--- config.mk ---
export PLATFORM = sky130hd
export DESIGN_NAME = generic_serial_subtractor_flat
export DESIGN_NICKNAME = d
export VERILOG_FILES = /design/src/rtl/generic_serial_subtractor_if.sv /design/src/rtl/generic_serial_subtractor.sv /design/src/flat_wrapper.sv
export SDC_FILE = /design/constraint.sdc
export NUM_CORES = 1
export LEC_CHECK = 0
export ABC_AREA = 1
export ABC_CLOCK_PERIOD_IN_PS = 4000
export CAP_MARGIN = 0
export CORE_AREA = 3 3 164 86
export DETAILED_ROUTE_END_ITERATION = 16
export DIE_AREA = 0 0 167 89
export PLACE_DENSITY = 0.64
export SETUP_SLACK_MARGIN = 0.02
export SLEW_MARGIN = 20
export SYNTH_ARGS = -nofsm -noshare
export SYNTH_HDL_FRONTEND = slang
export SYNTH_SLANG_ARGS = --single-unit
--- constraint.sdc ---
create_clock -name clk -period 4 [get_ports clk]
set_input_delay 0.8 -clock clk [delete_from_list [all_inputs] [get_ports clk]]
set_output_delay 0.8 -clock clk [all_outputs]
set_load 0.01 [all_outputs]
--- src/rtl/generic_serial_subtractor_if.sv ---
// Operand/result handshake bundle for the serial subtractor.
// The master side supplies operands and consumes results; the slave side is the subtractor.
interface generic_serial_subtractor_if #(
  parameter int A_WIDTH = 28,
  parameter int B_WIDTH = 28
);
  localparam int D_WIDTH = ((A_WIDTH > B_WIDTH) ? A_WIDTH : B_WIDTH) + 1;

  logic signed [A_WIDTH-1:0] A;
  logic signed [B_WIDTH-1:0] B;
  logic                      in_valid;
  logic                      in_ready;
  logic signed [D_WIDTH-1:0] diff;
  logic                      zero;
  logic                      neg;
  logic                      out_valid;
  logic                      out_ready;

  modport master (
    output A, B, in_valid, out_ready,
    input  in_ready, diff, zero, neg, out_valid
  );

  modport slave (
    input  A, B, in_valid, out_ready,
    output in_ready, diff, zero, neg, out_valid
  );
endinterface

--- src/rtl/generic_serial_subtractor.sv ---
// Serial signed subtractor: computes A - B one CHUNK-bit slice per cycle, LSB slice first,
// rippling the borrow between slices. The result is one bit wider than the widest operand,
// so the difference is always exact.
module generic_serial_subtractor #(
  parameter int A_WIDTH = 28,
  parameter int B_WIDTH = 28,
  parameter int CHUNK   = 4
) (
  input logic                         clk,
  input logic                         rst_n,
  generic_serial_subtractor_if.slave  bus
);

  localparam int D_WIDTH = ((A_WIDTH > B_WIDTH) ? A_WIDTH : B_WIDTH) + 1;
  localparam int NCHUNK  = (D_WIDTH + CHUNK - 1) / CHUNK;
  localparam int IDX_W   = (NCHUNK > 1) ? $clog2(NCHUNK) : 1;

  typedef enum logic [1:0] {
    IDLE,
    CALC,
    DONE
  } state_t;

  state_t               state_q;
  state_t               state_d;

  logic [D_WIDTH-1:0]   a_q;
  logic [D_WIDTH-1:0]   b_q;
  logic [D_WIDTH-1:0]   diff_q;
  logic                 borrow_q;
  logic [IDX_W-1:0]     idx_q;
  logic                 zero_q;
  logic                 neg_q;

  int                   shamt;
  logic [CHUNK-1:0]     slice_a;
  logic [CHUNK-1:0]     slice_b;
  logic [CHUNK:0]       slice_full;
  logic [D_WIDTH-1:0]   slice_mask;
  logic [D_WIDTH-1:0]   diff_next;
  logic                 last_slice;

  // Slice datapath: pick the current slice of both operands, subtract with the incoming
  // borrow, and merge the result into diff. Bits of the last slice that fall above the
  // result width shift out of range and are dropped, so only the remaining bits are written.
  always_comb begin
    shamt      = int'(idx_q) * CHUNK;
    slice_a    = CHUNK'(a_q >> shamt);
    slice_b    = CHUNK'(b_q >> shamt);
    slice_full = {1'b0, slice_a} - {1'b0, slice_b} - (CHUNK+1)'(borrow_q);
    slice_mask = D_WIDTH'({CHUNK{1'b1}}) << shamt;
    diff_next  = (diff_q & ~slice_mask) | (D_WIDTH'(slice_full[CHUNK-1:0]) << shamt);
    last_slice = (idx_q == IDX_W'(NCHUNK - 1));
  end

  // State register; reset is sampled on the clock edge only.
  always_ff @(posedge clk) begin
    if (!rst_n) begin
      state_q <= IDLE;
    end else begin
      state_q <= state_d;
    end
  end

  // Next-state decode and handshake/result outputs. Operands are only looked at in IDLE,
  // and out_ready only matters in DONE, so consume and accept can never share an edge.
  always_comb begin
    state_d       = state_q;
    bus.in_ready  = 1'b0;
    bus.out_valid = 1'b0;
    bus.diff      = diff_q;
    bus.zero      = zero_q;
    bus.neg       = neg_q;
    unique case (state_q)
      IDLE: begin
        bus.in_ready = 1'b1;
        if (bus.in_valid) begin
          state_d = CALC;
        end
      end
      CALC: begin
        if (last_slice) begin
          state_d = DONE;
        end
      end
      DONE: begin
        bus.out_valid = 1'b1;
        if (bus.out_ready) begin
          state_d = IDLE;
        end
      end
      default: begin
        state_d = IDLE;
      end
    endcase
  end

  // Operand capture, slice accumulation and flag generation. The flags are computed from
  // the fully assembled result on the final slice edge, so they are valid on entry to DONE.
  always_ff @(posedge clk) begin
    if (!rst_n) begin
      a_q      <= '0;
      b_q      <= '0;
      diff_q   <= '0;
      borrow_q <= 1'b0;
      idx_q    <= '0;
      zero_q   <= 1'b0;
      neg_q    <= 1'b0;
    end else begin
      unique case (state_q)
        IDLE: begin
          if (bus.in_valid) begin
            a_q      <= {{(D_WIDTH-A_WIDTH){bus.A[A_WIDTH-1]}}, bus.A};
            b_q      <= {{(D_WIDTH-B_WIDTH){bus.B[B_WIDTH-1]}}, bus.B};
            diff_q   <= '0;
            borrow_q <= 1'b0;
            idx_q    <= '0;
            zero_q   <= 1'b0;
            neg_q    <= 1'b0;
          end
        end
        CALC: begin
          diff_q   <= diff_next;
          borrow_q <= slice_full[CHUNK];
          if (last_slice) begin
            idx_q  <= '0;
            zero_q <= (diff_next == '0);
            neg_q  <= diff_next[D_WIDTH-1];
          end else begin
            idx_q  <= idx_q + IDX_W'(1);
          end
        end
        default: begin
        end
      endcase
    end
  end

endmodule
--- src/flat_wrapper.sv ---
// flat-port wrapper written by rule: the top's interface ports become plain ports
module generic_serial_subtractor_flat 
#(
  parameter int A_WIDTH = 28,
  parameter int B_WIDTH = 28,
  parameter int CHUNK   = 4
)
  (clk, rst_n, bus_A, bus_B, bus_in_valid, bus_out_ready, bus_in_ready, bus_diff, bus_zero, bus_neg, bus_out_valid);
  generic_serial_subtractor_if #(.A_WIDTH(A_WIDTH), .B_WIDTH(B_WIDTH)) bus_i ();
  input logic clk;
  input logic rst_n;
  input wire logic [$bits(bus_i.A)-1:0] bus_A;
  input wire logic [$bits(bus_i.B)-1:0] bus_B;
  input wire logic [$bits(bus_i.in_valid)-1:0] bus_in_valid;
  input wire logic [$bits(bus_i.out_ready)-1:0] bus_out_ready;
  output wire logic [$bits(bus_i.in_ready)-1:0] bus_in_ready;
  output wire logic [$bits(bus_i.diff)-1:0] bus_diff;
  output wire logic [$bits(bus_i.zero)-1:0] bus_zero;
  output wire logic [$bits(bus_i.neg)-1:0] bus_neg;
  output wire logic [$bits(bus_i.out_valid)-1:0] bus_out_valid;
  assign bus_i.A = bus_A;
  assign bus_i.B = bus_B;
  assign bus_i.in_valid = bus_in_valid;
  assign bus_i.out_ready = bus_out_ready;
  assign bus_in_ready = bus_i.in_ready;
  assign bus_diff = bus_i.diff;
  assign bus_zero = bus_i.zero;
  assign bus_neg = bus_i.neg;
  assign bus_out_valid = bus_i.out_valid;
  generic_serial_subtractor #(.A_WIDTH(A_WIDTH), .B_WIDTH(B_WIDTH), .CHUNK(CHUNK)) u_core (.clk(clk), .rst_n(rst_n), .bus(bus_i));
endmodule
==> impl_metrics.env <==
export IMPL_status="finished, final reports clean"
export IMPL_postRouteWirelength_um=12800
export IMPL_dp_cells=892
export IMPL_nNetsFinal=805
export IMPL_dp_hpwl_um=9140
export IMPL_hold_viol_final=0
export IMPL_instances_no_fill=908
export IMPL_power_share_clock_pct=38.4
export IMPL_synthTopCellsByArea="dfxtp_1 (42%), nor2_1 (13%), nand2_1 (12%), o21ai_0 (7.6%), a21oi_1 (4.6%)"
export IMPL_cts_tree="built"
export IMPL_min_period_ps=3550
export IMPL_path_cells="buf_4 -> o21ai_0 -> o221ai_1 -> nand3_1 -> fa_1 -> fa_1 -> nand3_1 -> o21ai_1 -> nor2_1 -> nand2_1 -> nor2_1 -> nand3_1 -> nor2_1 -> nand3_1 -> nor2_1 -> nand2_1 -> nor2_1 -> nor2_1 -> nor2_1"
export IMPL_p_comb_share_pct=20.0
export IMPL_io_pins=93
export IMPL_cts_root_buf="clkbuf_16"
export IMPL_hold_class="reg -> reg"
export IMPL_postCtsSetupRepairBufs=0
export IMPL_fin_tns_setup_ps=0
export IMPL_h_tree_depth=3
export IMPL_firstDrtPassIters=5
export IMPL_place_congestion=0.885
export IMPL_ant_nets=0
export IMPL_final_cell_mix="nor2_1 (149), nand2_1 (146), dfxtp_1 (93)"
export IMPL_power_switching_w=0.000717
export IMPL_synth_distinct_cells=36
export IMPL_setup_slack_ps=451
export IMPL_synth_top_area_share_pct=41.6
export IMPL_endpoint_kind="flop"
export IMPL_finClkSkew_ps=9.01
export IMPL_grt_overflow=0
export IMPL_die_w_um=167
export IMPL_syn2layout_area_growth_pct=29.9
export IMPL_drive_gt1_share_pct=5.56
export IMPL_p_leak_nw=2.28
export IMPL_clock_sinks=93
export IMPL_routedWlPerCell_um=14.1
export IMPL_synth_seq_cells=93
export IMPL_dp_slack_ps=517
export IMPL_synth_flop_cell="dfxtp_1"
export IMPL_grt_busiest_layer="met2"
export IMPL_syn_area_per_cell_um2=6.79
export IMPL_internal_power_w=0.00174
export IMPL_netlist_area_mm2=0.00448
export IMPL_synth_warnings=0
export IMPL_grtUsageTotal_pct=17.4
export IMPL_cap_viol_max_count=0
export IMPL_cp_arrival_ps=3830
export IMPL_core_area_mm2=0.0127
export IMPL_route_detailed_drc=0
export IMPL_max_freq_mhz=282
export IMPL_ys_seq_area_share_pct=41.6
export IMPL_cpLargestDelayFamily="simple AND/OR/NAND/NOR gates"
export IMPL_async_reset_ff_share_pct=0
export IMPL_fin_hold_ws_ps=468
export IMPL_drtIter0Drc=321
export IMPL_grt_pass1_vias=4333
export IMPL_syn_nets=732
export IMPL_cp_data_required_time_ps=4280
export IMPL_cts_buffers_inserted=9
export IMPL_power_density_mw_per_mm2=422
export IMPL_cp_start_kind="flop"
export IMPL_grt_max_degree=62
export IMPL_synth_cells=660
export IMPL_slowest_stage="fa_1"
export IMPL_mostFrequentLayoutCell="nor2_1"
export IMPL_p_seq_share_pct=41.6
export IMPL_grt_pass1_wl_um=21200
export IMPL_cts_resized=0
export IMPL_n_antenna_cell=0
export IMPL_synth_area_leader_cell="dfxtp_1"
export IMPL_clk_latency_ps=350
export IMPL_rows=29
export IMPL_critPathKind="reg -> reg"
export IMPL_ctsHoldBuffers=0
export IMPL_clk_pin_slew_ps=70
export IMPL_port_buffers=92
export IMPL_clk_path_buf_depth=2
export IMPL_vias=4467
export IMPL_grtUsageMet2_pct=28.2
export IMPL_cpPeakStageDelay_ps=580
export IMPL_die_area_mm2=0.0149
export IMPL_synth_edff_count=0
export IMPL_max_slew_margin_pct=58.2
export IMPL_finalSetupViolations=0
export IMPL_ir_drop_mv=0.181
export IMPL_worstMarginPinSlew_ps=625
export IMPL_crit_fanout=41
export IMPL_met3_usage_pct=4.37
export IMPL_maxSlewViolCount=0
export IMPL_critPathBufInv=1
export IMPL_die_height_um=89
export IMPL_vias_per_cell=4.92
export IMPL_rsz0062_at_grt="no"
export IMPL_use_met1_pct=24.0
export IMPL_crit_path_frequent_cell="nor2_1"
export IMPL_fin_crit_sh_pct=88.7
export IMPL_initial_core_util_pct=35.4
export IMPL_switching_share_pct=29.2
export IMPL_antenna_found_initial=0
state kept, by name (all words and copies together), names as in the netlist:
register,flops
u_core.borrow_q,1
u_core.bus.diff,29
u_core.bus.neg,1
u_core.state_q,2
u_core.b_q,28
u_core.bus.zero,1
u_core.idx_q,3
u_core.a_q,28
synth_stat cells, types with 5 or more instances:
| master | count |
|---|---|
| nor2_1 | 150 |
| nand2_1 | 146 |
| dfxtp_1 | 93 |
| o21ai_0 | 68 |
| a21oi_1 | 41 |
| nand3_1 | 36 |
| clkbuf_1 | 25 |
| inv_1 | 20 |
| ha_1 | 10 |
| o21ai_1 | 10 |
| inv_2 | 6 |
| buf_1 | 5 |
| buf_6 | 5 |
metrics by stage:
step,power (W),area (µm²),utilization [%]
final,0.00245,5820,46.0
after global placement,0.00152,5490,43.4
after global routing,0.00258,5820,46.0
after floorplan,0.00135,4480,-
after detailed placement,0.00153,5490,43.4
after CTS,0.00246,5820,46.0
cell families after synthesis:
kind of cell,synth area share [%]
AO/OA/AOI/OAI,17.5
adder cells (fa/ha/maj),3.69
buffers and inverters,6.68
flip-flops,41.6
AND/OR/NAND/NOR,30.6
worst min-delay path: cells and delay by family (launching register included):
kind	cells	cell delay [ps]
AO/OA/AOI/OAI	1	50
AND/OR/NAND/NOR	1	60
flip-flops	1	310
worst paths after layout:
path | start | endpoint | slack [ps] | cells after the start
worst min register to register | u_core.borrow_q | u_core.borrow_q | 470 | 2
worst max register to register | u_core.idx_q[0] | u_core.bus.zero | 450 | 19
worst max-delay path | u_core.idx_q[0] | u_core.bus.zero | 450 | 19
worst min-delay path | u_core.borrow_q | u_core.borrow_q | 470 | 2
cell type report:
type                       count  area (µm²)
inverter                      28         108
timing repair buffer         101         988
sequential                    93        1860
fill                        1277        6840
clock inverter                 7         103
clock buffer                   9         225
multi-input combinational    500        2320
tap                          170         213
per-layer routing:
metal / share of wire (%) / wire length (µm) / up-vias
met2: 44 / 5620 / 130
met3: 5.7 / 727 / 14
met4: 0.95 / 121 / 0
met5: 0 / 0 / -
li1: - / - / 2303
met1: 49 / 6300 / 2020
power by group through the flow:
stage,clock (W),combinational [W],sequential [W]
floorplan,0,0.000312,0.00103
global placement,0,0.000482,0.00104
detailed placement,0,0.000488,0.00104
CTS,0.000953,0.000489,0.00102
global route,0.000996,0.000559,0.00103
finish,0.000941,0.000492,0.00102
Power figures use the tool's default switching activity.
